[config.mk]
export PLATFORM = sky130hd
export DESIGN_NAME = sync_fifo_flags
export DESIGN_NICKNAME = d
export VERILOG_FILES = /design/src/rtl/fifo_pkg.sv /design/src/rtl/fifo_ptr.sv /design/src/rtl/sync_fifo_flags.sv
export SDC_FILE = /design/constraint.sdc
export NUM_CORES = 1
export LEC_CHECK = 0
export ABC_AREA = 1
export BUFFER_PORTS_ARGS = -buffer_cell sky130_fd_sc_hd__buf_2
export CAP_MARGIN = 20
export CORE_MARGIN = 5
export CORE_UTILIZATION = 47
export CTS_BUF_LIST = sky130_fd_sc_hd__clkbuf_4 sky130_fd_sc_hd__clkbuf_8
export CTS_CLUSTER_DIAMETER = 30
export CTS_CLUSTER_SIZE = 40
export DETAILED_ROUTE_END_ITERATION = 6
export PLACE_DENSITY = 0.77
export SYNTH_ARGS = -nofsm -noshare
export SYNTH_HDL_FRONTEND = slang
export SYNTH_SLANG_ARGS = --single-unit
[constraint.sdc]
create_clock -name clk -period 1.64 [get_ports clk]
set_clock_uncertainty 0.1 [all_clocks]
set_input_delay 0.164 -clock clk [delete_from_list [all_inputs] [get_ports clk]]
set_output_delay 0.164 -clock clk [all_outputs]
set_load 0.01 [all_outputs]
[src/rtl/fifo_pkg.sv]
// fifo_pkg
//   Shared definitions for the synchronous FIFO family.
//   - FIFO_MODE_REG / FIFO_MODE_FWFT : read-mode selector values
//   - fifo_count_width(depth)        : bits needed to hold an occupancy of 0..depth
//   - fifo_ptr_width(depth)          : bits needed to address entries 0..depth-1
package fifo_pkg;

  localparam int FIFO_MODE_REG  = 0;
  localparam int FIFO_MODE_FWFT = 1;

  function automatic int fifo_count_width(input int depth);
    return $clog2(depth + 1);
  endfunction

  // Never less than one bit, even for a degenerate depth of 1.
  function automatic int fifo_ptr_width(input int depth);
    return (depth > 1) ? $clog2(depth) : 1;
  endfunction

endpackage

[src/rtl/fifo_ptr.sv]
// fifo_ptr
//   Single wrapping FIFO pointer. Counts 0..DEPTH-1 and wraps back to 0 by
//   explicit compare, so any DEPTH works (not only powers of two).
// Ports:
//   clk   - rising-edge clock
//   rst_n - asynchronous active-low reset (pointer -> 0)
//   clr   - synchronous clear (pointer -> 0), wins over inc
//   inc   - advance the pointer by one entry
//   ptr   - current pointer value
module fifo_ptr
  import fifo_pkg::*;
#(
  parameter int DEPTH     = 8,
  parameter int PTR_WIDTH = fifo_ptr_width(DEPTH)
) (
  input  logic                 clk,
  input  logic                 rst_n,
  input  logic                 clr,
  input  logic                 inc,
  output logic [PTR_WIDTH-1:0] ptr
);

  localparam logic [PTR_WIDTH-1:0] LAST = PTR_WIDTH'(DEPTH - 1);

  always_ff @(posedge clk or negedge rst_n) begin
    if (!rst_n) begin
      ptr <= '0;
    end else if (clr) begin
      ptr <= '0;
    end else if (inc) begin
      ptr <= (ptr == LAST) ? '0 : ptr + PTR_WIDTH'(1);
    end
  end

endmodule

[src/rtl/sync_fifo_flags.sv]
// sync_fifo_flags
//   Single-clock FIFO with occupancy count, programmable almost-full /
//   almost-empty thresholds, overflow/underflow error pulses, synchronous
//   flush and a selectable read mode (registered or first-word-fall-through).
// Ports:
//   clk          - rising-edge clock
//   rst_n        - asynchronous active-low reset
//   clr          - synchronous flush; overrides any access in the same cycle
//   w_en/data_in - write request and data
//   r_en         - read request
//   data_out     - read data (registered or FWFT, see FWFT parameter)
//   full/empty   - count == DEPTH / count == 0
//   almost_full  - count >= AF_LEVEL
//   almost_empty - count <= AE_LEVEL
//   count        - current occupancy
//   overflow     - one-cycle pulse after a write attempted while full
//   underflow    - one-cycle pulse after a read attempted while empty
module sync_fifo_flags
  import fifo_pkg::*;
#(
  parameter int DATA_WIDTH = 8,
  parameter int DEPTH      = 8,
  parameter int AF_LEVEL   = DEPTH - 2,
  parameter int AE_LEVEL   = 2,
  parameter int FWFT       = FIFO_MODE_REG
) (
  input  logic                               clk,
  input  logic                               rst_n,
  input  logic                               clr,
  input  logic                               w_en,
  input  logic [DATA_WIDTH-1:0]              data_in,
  input  logic                               r_en,
  output logic [DATA_WIDTH-1:0]              data_out,
  output logic                               full,
  output logic                               empty,
  output logic                               almost_full,
  output logic                               almost_empty,
  output logic [fifo_count_width(DEPTH)-1:0] count,
  output logic                               overflow,
  output logic                               underflow
);

  localparam int CW = fifo_count_width(DEPTH);
  localparam int PW = fifo_ptr_width(DEPTH);
  localparam logic [CW-1:0] DEPTH_C = CW'(DEPTH);

  // Parameter sanity, caught at elaboration.
  if (DEPTH < 2) begin : g_bad_depth
    $error("sync_fifo_flags: DEPTH must be >= 2");
  end
  if (AF_LEVEL > DEPTH) begin : g_bad_af
    $error("sync_fifo_flags: AF_LEVEL must be <= DEPTH");
  end
  if (AE_LEVEL >= DEPTH) begin : g_bad_ae
    $error("sync_fifo_flags: AE_LEVEL must be < DEPTH");
  end
  if (FWFT != FIFO_MODE_REG && FWFT != FIFO_MODE_FWFT) begin : g_bad_mode
    $error("sync_fifo_flags: FWFT must be 0 or 1");
  end

  logic [DATA_WIDTH-1:0] mem [DEPTH];
  logic [PW-1:0]         wr_ptr;
  logic [PW-1:0]         rd_ptr;
  logic [CW-1:0]         count_reg;
  logic [CW-1:0]         count_next;
  logic                  overflow_reg;
  logic                  underflow_reg;
  logic                  wr_acc;
  logic                  rd_acc;

  // Flags decode straight from the registered count: no extra latency.
  assign count        = count_reg;
  assign full         = (count_reg == DEPTH_C);
  assign empty        = (count_reg == '0);
  assign almost_full  = (int'(count_reg) >= AF_LEVEL);
  assign almost_empty = (int'(count_reg) <= AE_LEVEL);
  assign overflow     = overflow_reg;
  assign underflow    = underflow_reg;

  // Accept decisions use the pre-edge full/empty. A flush suppresses both.
  assign wr_acc = w_en && !full  && !clr;
  assign rd_acc = r_en && !empty && !clr;

  fifo_ptr #(.DEPTH(DEPTH), .PTR_WIDTH(PW)) u_wr_ptr (
    .clk   (clk),
    .rst_n (rst_n),
    .clr   (clr),
    .inc   (wr_acc),
    .ptr   (wr_ptr)
  );

  fifo_ptr #(.DEPTH(DEPTH), .PTR_WIDTH(PW)) u_rd_ptr (
    .clk   (clk),
    .rst_n (rst_n),
    .clr   (clr),
    .inc   (rd_acc),
    .ptr   (rd_ptr)
  );

  always_comb begin
    count_next = count_reg;
    unique case ({wr_acc, rd_acc})
      2'b10:   count_next = count_reg + CW'(1);
      2'b01:   count_next = count_reg - CW'(1);
      default: count_next = count_reg;
    endcase
  end

  always_ff @(posedge clk or negedge rst_n) begin
    if (!rst_n) begin
      count_reg     <= '0;
      overflow_reg  <= 1'b0;
      underflow_reg <= 1'b0;
    end else if (clr) begin
      count_reg     <= '0;
      overflow_reg  <= 1'b0;
      underflow_reg <= 1'b0;
    end else begin
      count_reg     <= count_next;
      overflow_reg  <= w_en && full;
      underflow_reg <= r_en && empty;
    end
  end

  // Storage is deliberately left unreset so it can map onto RAM.
  always_ff @(posedge clk) begin
    if (wr_acc) begin
      mem[wr_ptr] <= data_in;
    end
  end

  if (FWFT == FIFO_MODE_FWFT) begin : g_fwft
    logic [DATA_WIDTH-1:0] hold_reg;

    // Remember whatever word is on display, so an empty FIFO (after the
    // last read or a flush) keeps showing it instead of stale storage.
    always_ff @(posedge clk or negedge rst_n) begin
      if (!rst_n) begin
        hold_reg <= '0;
      end else if (!empty) begin
        hold_reg <= mem[rd_ptr];
      end
    end

    // Asynchronous storage read: the head word is visible without a request.
    assign data_out = empty ? hold_reg : mem[rd_ptr];
  end else begin : g_reg
    logic [DATA_WIDTH-1:0] data_reg;

    always_ff @(posedge clk or negedge rst_n) begin
      if (!rst_n) begin
        data_reg <= '0;
      end else if (rd_acc) begin
        data_reg <= mem[rd_ptr];
      end
    end

    assign data_out = data_reg;
  end

endmodule

== Word-level counts from Yosys, hierarchy flattened ==
Memories as Yosys holds them, arrays and structs flattened. A register that Yosys moved wholly into a read port is not among the register bits.
Index checks and enable logic that the tools add are counted.
Storage, ports and cells
  bits in registers: 12
  output and inout port bits: 18
  memories: 1
  RAM bits: 64
Operators by class
  order comparisons: 2
  reductions and logical operators: 14
  equal/unequal tests: 5
  mux-type cells: 12
  add/sub/neg operators: 4
Memories
  mem: words 8, bits a word 8, rd ports 1, clocked after memory_dff 1, write ports 1, line sync_fifo_flags.sv:61  | logic [DATA_WIDTH-1:0] mem [DEPTH];
Operators with widths (number)
  $mux W3: 6
  $pmux W4 S2: 1
  $add A3 B1 Y3 const B: 2
  $eq A3 B3 Y1 const B: 2
  $logic_and A1 B1 Y1: 6
  $add A4 B1 Y4 const B: 1
  $eq A4 B4 Y1 const B: 1
  $ge A4 B3 Y1 const B: 1
  $le A4 B2 Y1 const B: 1
  $logic_not A1 Y1: 4
  $logic_not A4 Y1: 1
  $mux W1: 4
  $mux W4: 1
  $reduce_bool A2 Y1: 2
  $sub A4 B1 Y4 const B: 1
  $reduce_bool A3 Y1: 1
  $eq A2 B1 Y1 const B: 1
  $eq A2 B2 Y1 const B: 1

== Logic depth before layout (Yosys ltp) ==
  depth in word-level cells: 7
  gate-level depth with buffers: 14
  mapped depth without buffers: 14

== Hierarchy ==
A second synthesis with hierarchy kept.
Second synthesis, totals
  cells, all modules: 302
  area total of the unflattened synthesis: 3565.9 um^2
By module, submodules not included
  sync_fifo_flags: cells an instance 268, area an instance 3263.1 um^2, times used 1
  fifo_ptr: cells an instance 17, area an instance 151.4 um^2, times used 2

== Worst setup path before layout ==
No wires, ideal clock.
  kind: reg2reg
  start point: register count_reg[0] (netlist: count[0])
  end point: register count_reg[3] (netlist: count[3])
  path slack: -0.227 ns
  arrival: 1.650 ns
  library setup time: 0.117 ns
  stages on the path, launching flop included: 13
  required time: 1.423 ns
  clock period less this slack: 1.867 ns
  path through: dfrtp_1 nor2_2 nand2_2 nand2_4 nand2_2 inv_1 ha_1 inv_1 nor2_1 nor2_1 nand3_1 nand3_1 nand2_1
Between the ends
  word-level cells in the longest chain between the ends: 7
Ends and longest elaborated chain
  from (decl): line sync_fifo_flags.sv:64  | logic [CW-1:0] count_reg;
  from (signal assigned): line sync_fifo_flags.sv:119  | count_reg <= count_next;
  $eq A4 B4 Y1 or $logic_not A4 Y1 (tied branches): line sync_fifo_flags.sv:73, sync_fifo_flags.sv:74
  $logic_not A1 Y1, on equally long branches: line sync_fifo_flags.sv:81, sync_fifo_flags.sv:82
  $logic_and A1 B1 Y1, on equally long branches (2 in a row): line sync_fifo_flags.sv:81, sync_fifo_flags.sv:82
  $eq A2 B1 Y1 or $eq A2 B2 Y1 (tied branches): line sync_fifo_flags.sv:102  | unique case ({wr_acc, rd_acc})
  $pmux W4 S2: line sync_fifo_flags.sv:102
  $mux W4: line sync_fifo_flags.sv:114  | end else if (clr) begin
Several ways; a longest one is shown, not always the timed one.
A chain may end at the register's enable or synchronous reset.

== Worst setup path in the final report ==
  start point: register count_reg[1] (netlist: count[1])
  end point: register count_reg[3] (netlist: count[3])
The elaborated chain is that of the path after synthesis.

==> results.json <==
{
  "ios": 31,
  "wl_per_cell_um": 16.18,
  "routed_via_density": 5.309,
  "synth_xor_xnor_area_share": 0.002502,
  "synth.area.mux_share": 0,
  "cp_slowest_cell": "dfrtp_2",
  "worstSetupStartpointType": "flop",
  "finalNonFillerCells": 482,
  "outcome": "finished with violations",
  "path_delay_family": "simple AND/OR/NAND/NOR gates",
  "path_class": "reg2reg",
  "synth-adder-area-share": 0.02144,
  "track_usage": 0.1783,
  "synth_area_leaders": "edfxtp_1, dfrtp_1, o21ai_0",
  "syn_area_per_cell_um2": 11.44,
  "vias": 2559,
  "hold_class": "in2reg",
  "path_common_cell": "nand2_4",
  "yosysWarningCount": 0,
  "cts.sinks": 84,
  "gr-total-overflow": 0,
  "start_util": 0.4827,
  "max_stage_delay_ns": 0.43,
  "final.setup.tns_ns": -2.559,
  "chipWidth_um": 96.31,
  "ir_worst_vdd_v": 0.0005283,
  "final-setup-viol-count": 66,
  "remaining_drc_errors": 0,
  "path_max_fanout": 4,
  "power_leakage_nw": 1.777,
  "rsz0062_at_grt": "yes",
  "power-per-cell-area_nw_per_um2": 1410,
  "synth_nets": 325,
  "routed_wl_mm": 7.798,
  "cp.buffers_inverters": 2,
  "grt_pass1_vias": 2483,
  "dieArea_um2": 9275,
  "worst_pin_slew_ns": 0.4540,
  "detail-route-antenna-nets": 0,
  "cts_tree": "yes",
  "antenna_found_initial": 0,
  "drv_slew": 0,
  "cts-root-buf": "clkbuf_8",
  "clockBufferDepth": 2,
  "gp_congestion": 0.8368,
  "place_inst": 457,
  "ys_types": 23,
  "antenna_cells": 0,
  "first_iter_violations": 178,
  "min_period_ns": 1.763,
  "timing.fmax_mhz": 567.2,
  "rows": 31,
  "drtPass1Iterations": 7,
  "hpwl_mm": 5.413,
  "critPathCaptureType": "flop",
  "synth-seq-cells": 84,
  "power.total_mw": 6.380,
  "fin_util": 0.6238,
  "period_share": 1.075,
  "ys_seq_area_frac": 0.6919,
  "path_cells": "nor2_4 > nand2_4 > nand2_4 > nand2_4 > inv_2 > ha_4 > inv_2 > nor2_1 > nor2_1 > nand3_1 > nand3_1 > nand2_1",
  "die_h_um": 96.31,
  "synthesis.instances": 306,
  "grt_pass1_wl_mm": 12.10,
  "clk_latency_ns": 0.36,
  "portBuffers": 30,
  "max_slew_margin": 0.6973,
  "core_area_um2": 7253,
  "synth_simple_gate_area_share": 0.1279,
  "syn-cell-area_um2": 3501,
  "synth_compound_area_frac": 0.1190,
  "cp_data_arrival_time_ns": 1.91,
  "cp.required_ns": 1.79,
  "synth_edf_count": 64,
  "synth_top_area_frac": 0.5490,
  "yosys.area.top_type": "edfxtp_1",
  "drive_gt1_frac": 0.3185,
  "max-cap-violations": 0,
  "fin_ws_ns": -0.1230,
  "htree_levels": 3,
  "numCtsBuffers": 9,
  "clkTransAtPathRegs_ns": 0.08,
  "regToRegSetupSlack_ns": -0.12,
  "failed_checks": "hold timing, setup timing",
  "grt_max_degree": 22,
  "largest_register_ffs": 64,
  "fin_hold_ws_ns": -0.005803,
  "synth_flop_cell": "edfxtp_1",
  "area_growth_pct": 29.24,
  "synth_top_family_by_area": "simple AND/OR/NAND/NOR gates",
  "finalHoldViolCount": 8,
  "synthArstFlopShare": 0.2381,
  "num-nets-final": 397
}
-- final cells by class --
class                   instances  area [µm²]
clock buffers                  10       131.4
clock inverters                 6       72.57
fillers                       534        2729
inverters                      25       108.9
multi-input cells             188        1115
repair buffers                 70       545.5
well taps                      99       123.9
flip-flops and latches         84        2427
-- cells by family after synthesis --
group                    Yosys count
flip-flops                        84
buffers and inverters             34
AO/OA/AOI/OAI                     76
AND/OR/NAND/NOR                  105
adder cells (fa/ha/maj)            6
XOR/XNOR                           1
-- per-layer routing --
layer  global-route usage  vias to the layer above  wire length (µm)
met2               0.2915                       80              3914
li1                     -                     1222                 -
met4              0.08061                        0               112
met1               0.2307                     1244              3210
met5                    0                        -                 0
met3              0.03362                       13               560
-- cells in the final DEF, fill, tap and decap left out, types with 2 or more instances in the layout --
master	netlist	layout
buf_6	0	10
o21ai_1	14	15
nor2_4	0	10
inv_2	6	8
o21ai_0	43	42
nor2_1	53	44
clkbuf_8	0	9
nand2_1	32	30
buf_2	2	28
buf_12	0	3
nand2_4	1	5
edfxtp_1	64	64
clkinv_4	0	2
nand3_1	7	7
dfrtp_1	20	16
nand2_8	0	2
dfrtp_2	0	4
dlygate4sd3_1	0	6
nand2_2	7	3
inv_6	0	3
ha_1	6	4
ha_4	0	2
buf_4	0	23
inv_1	18	13
o22ai_1	17	17
-- what timing repair did --
action / 4_1_cts / 5_1_grt
buffers inserted: 2 / 2
resized for setup: 2 / 35
hold buffers: 5 / 1
pin swaps: 7 / 15
hold endpoints to repair: 52 / 1
endpoints found under the setup margin: 67 / 74
-- synth_stat cells (2+ instances only) --
master,number
nor2_1,53
nand2_1,32
nand3_1,7
inv_1,18
ha_1,6
buf_2,2
nand2_2,7
edfxtp_1,64
o21ai_0,43
nor2_2,2
inv_2,6
dfrtp_1,20
o22ai_1,17
clkbuf_1,7
o21ai_1,14
-- worst paths after layout --
path / cells after the start / endpoint / from
max: 12 / count[3]$_DFFE_PN0P_ / count[1]$_DFFE_PN0P_
min in group asynchronous: 2 / data_out[7]$_DFFE_PN0P_ / rst_n
min reg2reg: 2 / data_out[0]$_DFFE_PN0P_ / data_out[0]$_DFFE_PN0P_
max in group asynchronous: 2 / count[3]$_DFFE_PN0P_ / rst_n
max reg2reg: 12 / count[3]$_DFFE_PN0P_ / count[1]$_DFFE_PN0P_
min: 1 / mem[7][4]$_DFFE_PP_ / data_in[4]
-- report_power, final --
group	total (mW)	switching [mW]	leakage [nW]	internal, mW
registers	2.65	0.143	0.833	2.51
clock network	1.51	0.772	0.101	0.737
logic	2.22	1.33	0.843	0.888
total	6.38	2.25	1.78	4.13
-- through the flow --
stage	setup WS, ns	area, µm²
6_report	-0.1230	4524
5_1_grt	-0.2438	4524
4_1_cts	-0.1063	4360
3_5_place_dp	-0.1039	4083
3_3_place_gp	-0.07218	4083
2_1_floorplan	-0.08720	3575
(Power assumes the default switching activity.)
